===== src/rtl/hazard_control_unit.sv =====
// hazard_control_unit: load-use and mult/div stall/flush control for the decode stage
module hazard_control_unit #(
    parameter int MD_LATENCY = 8
) (
    input  logic        Clk,
    input  logic        Rst,
    input  logic [4:0]  IDRs,
    input  logic [4:0]  IDRt,
    input  logic        IDUsesRt,
    input  logic        IDMulDiv,
    input  logic        IDReadsHiLo,
    input  logic        EXMemRead,
    input  logic [4:0]  EXRt,
    input  logic        EXBranchTaken,
    output logic        PCWrite,
    output logic        IFIDWrite,
    output logic        IFIDFlush,
    output logic        IDEXFlush,
    output logic        MDBusy,
    output logic [31:0] StallCount
);
    typedef enum logic {IDLE, BUSY} state_t;
    state_t      state_q, state_d;
    logic [4:0]  cnt_q, cnt_d;
    logic [31:0] stall_cnt_q, stall_cnt_d;
    logic        lu, mh, stall, issue;
    always_comb begin
        lu = EXMemRead && EXRt != 5'd0 && (EXRt == IDRs || (IDUsesRt && EXRt == IDRt));
        mh = state_q == BUSY && (IDMulDiv || IDReadsHiLo);
        stall = (lu || mh) && !EXBranchTaken;
        issue = IDMulDiv && !stall && !EXBranchTaken && !Rst;
        PCWrite = !Rst && (EXBranchTaken || !stall);
        IFIDWrite = PCWrite;
        IFIDFlush = Rst || EXBranchTaken;
        IDEXFlush = Rst || EXBranchTaken || stall;
        // a branch never aborts BUSY: the issued mult/div is older than the branch
        state_d = state_q == IDLE ? (issue ? BUSY : IDLE) : (cnt_q == 5'd1 ? IDLE : BUSY);
        cnt_d = state_q == IDLE ? (issue ? 5'(MD_LATENCY - 1) : 5'd0) : cnt_q - 5'd1;
        stall_cnt_d = (!PCWrite && stall_cnt_q != '1) ? stall_cnt_q + 32'd1 : stall_cnt_q;
    end
    always_ff @(posedge Clk) begin
        if (Rst) begin
            state_q <= IDLE;
            cnt_q <= 5'd0;
            stall_cnt_q <= 32'd0;
        end else begin
            state_q <= state_d;
            cnt_q <= cnt_d;
            stall_cnt_q <= stall_cnt_d;
        end
    end
    assign MDBusy = state_q == BUSY;
    assign StallCount = stall_cnt_q;
endmodule


===== config.mk =====
export PLATFORM = sky130hd
export DESIGN_NAME = hazard_control_unit
export DESIGN_NICKNAME = d
export VERILOG_FILES = /design/src/rtl/hazard_control_unit.sv
export SDC_FILE = /design/constraint.sdc
export NUM_CORES = 1
export LEC_CHECK = 0
export CORE_MARGIN = 5
export CORE_UTILIZATION = 51
export CTS_CLUSTER_SIZE = 28
export DETAILED_ROUTE_END_ITERATION = 8
export HOLD_SLACK_MARGIN = 0.06
export MAX_ROUTING_LAYER = met4
export PLACE_DENSITY = 0.84
export SLEW_MARGIN = 10
export SYNTH_ARGS = -nofsm -noshare
export SYNTH_HDL_FRONTEND = slang
export SYNTH_SLANG_ARGS = --single-unit
export TNS_END_PERCENT = 20

===== constraint.sdc =====
create_clock -name Clk -period 5.8 [get_ports Clk]
set_clock_uncertainty 0.2 [all_clocks]
set_input_delay 0.58 -clock Clk [delete_from_list [all_inputs] [get_ports Clk]]
set_output_delay 0.58 -clock Clk [all_outputs]
set_load 0.01 [all_outputs]

# Yosys cells after proc, flatten, opt, wreduce, memory -nomap -nowiden
# Index checks and enable logic that the tools add are counted.
[totals]
inputBits = 22
register_bits = 38
out_inout_bits = 37
elab_cells = 35
[op_classes]
n_addsub = 2
n_reduce_logical = 21
mux = 5
eq_ne = 4
[ops]
columns = ["operator", "count"]
rows = [
  ["$add A32 B1 Y32 const B", 1],
  ["$ne A32 B32 Y1 const B", 1],
  ["$eq A5 B5 Y1", 2],
  ["$logic_and A1 B1 Y1", 10],
  ["$logic_or A1 B1 Y1", 6],
  ["$eq A5 B1 Y1 const B", 1],
  ["$mux W5", 1],
  ["$reduce_bool A5 Y1", 1],
  ["$sub A5 B1 Y5 const B", 1],
  ["$logic_not A1 Y1", 4],
  ["$mux W1", 3],
  ["$mux W3", 1],
]

# Logic depth before layout (Yosys ltp)
[logic_depth]
word_depth = 12
ltp_mapped = 9

# Worst setup path before layout
# Ideal clock, no wire load.
[synth_timing]
kind = "in2out"
startpoint = "input EXRt[1]"
endpoint = "output PCWrite"
stages = 6
path_buffers = 1
t_arrival_ns = 1.815
t_required_ns = 5.020
slack_ns = 3.205
path_cell_list = "or4_1 -> o21ai_0 -> nand2b_1 -> nor2_1 -> nor2_1 -> buf_4"
[synth_via]
elab_chain_len = 9
word_cells_on_any_way = 12
[synth_lines]
columns = ["item", "line", "text"]
rows = [
  ["from (decl)", "13", "input logic [4:0] EXRt,"],
  ["$eq A5 B5 Y1", "28", "lu = EXMemRead && EXRt != 5'd0 && (EXRt == IDRs || (IDUsesRt && EXRt == IDRt));"],
  ["$logic_and A1 B1 Y1", "28", ""],
  ["$logic_or A1 B1 Y1", "28", ""],
  ["$logic_and A1 B1 Y1 *", "28", ""],
  ["$logic_or A1 B1 Y1 *", "30", "stall = (lu || mh) && !EXBranchTaken;"],
  ["$logic_and A1 B1 Y1 *", "30", ""],
  ["$logic_not A1 Y1 *", "32", "PCWrite = !Rst && (EXBranchTaken || !stall);"],
  ["$logic_or A1 B1 Y1 *", "32", ""],
  ["$logic_and A1 B1 Y1 *", "32", ""],
  ["to (decl)", "15", "output logic PCWrite,"],
]
# Every way passes the cells marked *; elsewhere a longest branch is shown, timed or not.

# Final worst setup path
[layout_timing]
startpoint = "input EXRt[2]"
endpoint = "output PCWrite"
# The elaborated chain is that of the path after synthesis.

==> impl_summary.txt <==
----------------------------------------------------
[Placed design]
  Worst-case setup slack after placement ... roughly 2.2 ns
  Last weighted congestion value of the routability-driven placer ... 0.796
  Dpl cells ... 350
  Port Buf Inserts ... 58
  HPWL reported at the end of detailed placement ... 3.76 mm
  Instance area after placement ... 2690 um2

[STA]
  Final sum of negative setup slack ... 0 ns
  Final setup violation count ... 0
  Setup WS post-layout ... between 2 and 2.5 ns
  Final worst path period need ... 3.55 ns
  Slew at the pin closest to its max-slew limit ... 0.683 ns
  Fin crit share ... 61.3%
  Final hold slack ... 0.307 ns
  Fmax ... 281 MHz
  Unrepaired setup endpoints after global routing ... no
  Hold Fails Final Rpt ... 0
  Worst slew margin relative to its limit ... 54.4%
  Slew Viols, Final ... 0

[Synth]
  Top_reg_cell synth ... sky130_fd_sc_hd__dfxtp_1
  Multiplexer share of the synthesized area ... roughly 1.2%
  Dominant cell type by area after synthesis ... sky130_fd_sc_hd__dfxtp_1
  Flop and latch count out of synthesis ... 38
  Count of mapped cells out of synthesis ... 253
  Post-Synth Simple-Gate Area ... 30.9%
  Summed instance area of the synthesized netlist ... 2110 um2
  Synth top cells by count ... 38 x sky130_fd_sc_hd__dfxtp_1, 29 x sky130_fd_sc_hd__a21oi_1, 18 x sky130_fd_sc_hd__nand2_1
  Post-synth EDFFs ... 0
  Most frequent cell after synthesis ... sky130_fd_sc_hd__dfxtp_1
  Xor and xnor fraction of the mapped netlist area ... around 5.8%
  Sequential element share of the synthesized area ... 36.1%
  Mean cell area of the mapped netlist ... about 8.3 um2
  Largest family of logic cells by synthesized area ... simple AND/OR/NAND/NOR gates
  Number of warning messages in the yosys log ... 0
  Count of different cell masters after synthesis ... 46
  Compound-Gate Fraction of Synth Area ... 18.8%
  Fraction of post-synthesis cell area in the top cell type by area ... 36.1%
  Post-Synthesis Net Count ... 278
  Adder and majority gate portion of the synthesized area ... 1.78%
  Fraction of registers with async set/reset ... 0%
  Dominant cells by area after synthesis ... sky130_fd_sc_hd__dfxtp_1 36%, sky130_fd_sc_hd__a21oi_1 6.9%, sky130_fd_sc_hd__xnor2_1 5.0%

[GRT]
  Global-route usage over all layers ... 20.3%
  Global route total overflow ... 0
  Vias in the first global route ... 1860
  Pin count of the biggest net entering global routing ... 61
  Wire length of the first global-routing pass ... 8.49 mm
  Number of antenna violations at the first check in global routing ... 0

[Critical path]
  Endpoint class of the critical path ... output port
  Worst reg2reg path startpoint ... StallCount[1]
  Flop2flop setup slack ... ~2.8 ns
  Number of gates on the worst path with buffers counted ... 7
  Startpoint Class ... input pin
  Cell family with most CP delay ... buffers and inverters
  CP max stage cell ... sky130_fd_sc_hd__clkdlybuf4s50_1
  Count of buffering cells on the critical path with inverters included ... 2
  CP peak stage delay ... between 0.5 and 0.6 ns
  Worst setup path start ... EXRt[2]
  Cells on worst reg2reg path ... 8
  Path type of the worst setup path ... in2out
  Critical path data arrival time ... 2.77 ns
  Ordered list of cells on the worst path ... clkdlybuf4s50_1 -> or4_1 -> o21ai_0 -> nand2b_1 -> nor2_1 -> nor2_1 -> clkdlybuf4s50_1
  R2r endpoint ... StallCount[31]
  Worst EP required ... 5.02 ns
  Critical path endpoint ... PCWrite
  Worst Path Max Fanout ... 4

[CTS]
  Deepest level of the CTS H-tree ... 2
  TritonCTS buffer count ... 5
  Maximum clock path buffer count ... 2
  CTS sink count ... 38
  CTS tree ... built
  Setup repair bufs after CTS ... 0
  Resized Gates After CTS ... 0
  Quantity of hold-fixing buffers added after cts ... 0
  Root buffer selected by CTS ... sky130_fd_sc_hd__clkbuf_8
  Clock transition at the register clock pins on the worst setup and hold paths after CTS ... 0.08 ns
  Worst-Skew Late Latency ... between 0.2 and 0.3 ns

[Finish]
  Fin cells ... 358
  Area overhead of the layout relative to synthesis ... 32.0%
  Diodes inserted ... 0
  Fraction of final layout cells sized beyond drive strength 1 ... 8.12%
  Final core utilization ... 69.5%
  Number of nets in the layout ... 332
  Cell area after layout ... roughly 2800 um2

[Power and ir drop]
  Total power ... 0.533 mW
  Maximum vdd drop ... 0.121 mV
  Internal Power ... 0.397 mW
  Leakage power of the design ... 0.855 nW
  Clock network fraction of design power ... 35.9%
  PD cells ... 191 nW/um2
  Net switching power ... 0.136 mW
  Fraction of power consumed by combinational cells ... between 10 and 15%
  Part of the power in registers ... 50.8%
  Switching share of total power ... 25.5%

[Drt]
  Met2 WL post-DR ... between 2 and 3 mm
  Via count ... about 2.1k
  First DRT Iteration DRCs ... 206
  Met1 Wirelength ... about 2.4 mm
  DRC violation count after routing ... 0
  Top layer in use ... met4
  Mean number of vias per cell ... 5.76
  Met3 wire len ... 223 um
  Length of the first detailed-routing pass in iterations ... 4
  Routed Wire Length ... 5.19 mm
  Final routed wire length divided by cell count ... around 15 um
  Antenna-violating nets left ... 0

[Status]
  Run status ... finished, final reports clean

[Worst hold path]
  Worst Hold Class ... reg2reg
  Critical hold path startpoint ... StallCount[10]

[Floorplan]
  Horiz. Die Dim ... 74.3 um
  Die extent in y ... 74.3 um
  Initial standard-cell utilization of the core ... 52.7%
  Floorplan Core Area ... 4000 um2
  Cell Rows ... 23
  Number of top-level pins ... 59
  Die area ... 5520 um2

[Flow run]
  Reported max-cap violation count ... 0

----------------------------------------------------
==> how the worst min path moves through the flow <==
stage | to | slack, ns | depth (start not counted)
finish | StallCount[10] | 0.31 | 2
global route | StallCount[14] | 0.33 | 2
CTS | StallCount[10] | 0.31 | 2
detailed placement | StallCount[15] | 0.30 | 2
global placement | StallCount[10] | 0.29 | 2
floorplan | cnt_q[0] | 0.27 | 1
==> sequential cells by signal, indices dropped and copies added (netlist names) <==
register    count
MDBusy          1
StallCount     32
cnt_q           5
==> logic make-up after synthesis <==
family	count (synthesis)
buffers and inverters	20
muxes	2
xor gates and xnor gates	14
AOI/OAI and AO/OA	70
DFF	38
and+or+nand+nor	106
adders and majority gates	3
==> area by class of cell <==
class                      count  area, um2
clock inverter                 2       12.5
timing repair buffer          60        596
tap                           50       62.6
fill                         309       1220
clock buffer                   6       82.6
sequential                    38        761
inverter                       7       26.3
multi-input combinational    195       1240
==> worst min-delay path: cells and delay by family (launching register included) <==
family / cells / cell delay, ns
compound gates: 2 / 0.13
flops: 1 / 0.34
==> power groups by stage <==
stage	clock network (mW)	logic, mW	registers [mW]
after floorplan	0	0.0450	0.276
after global placement	0	0.0694	0.276
after detailed placement	0	0.0706	0.277
after CTS	0.197	0.0713	0.270
after global routing	0.211	0.0784	0.271
final	0.191	0.0712	0.270
==> layout by cell type (no fill, tap or decap), types with 11 or more instances in the layout <==
master and count:
sky130_fd_sc_hd__nand3_1 17, sky130_fd_sc_hd__clkdlybuf4s50_1 58, sky130_fd_sc_hd__dfxtp_1 38, sky130_fd_sc_hd__or3_1 16
sky130_fd_sc_hd__a21oi_1 29, sky130_fd_sc_hd__nor2_1 12, sky130_fd_sc_hd__xnor2_1 12, sky130_fd_sc_hd__o21ai_0 17
sky130_fd_sc_hd__nand2_1 18, sky130_fd_sc_hd__or4_1 11
==> per-layer routing <==
metal	up-vias	GRT usage (%)
li1	1038	-
met1	961	26.8
met2	56	30.3
met3	8	4.32
met4	0	8.10
met5	-	-
Power figures use the tool's default switching activity.
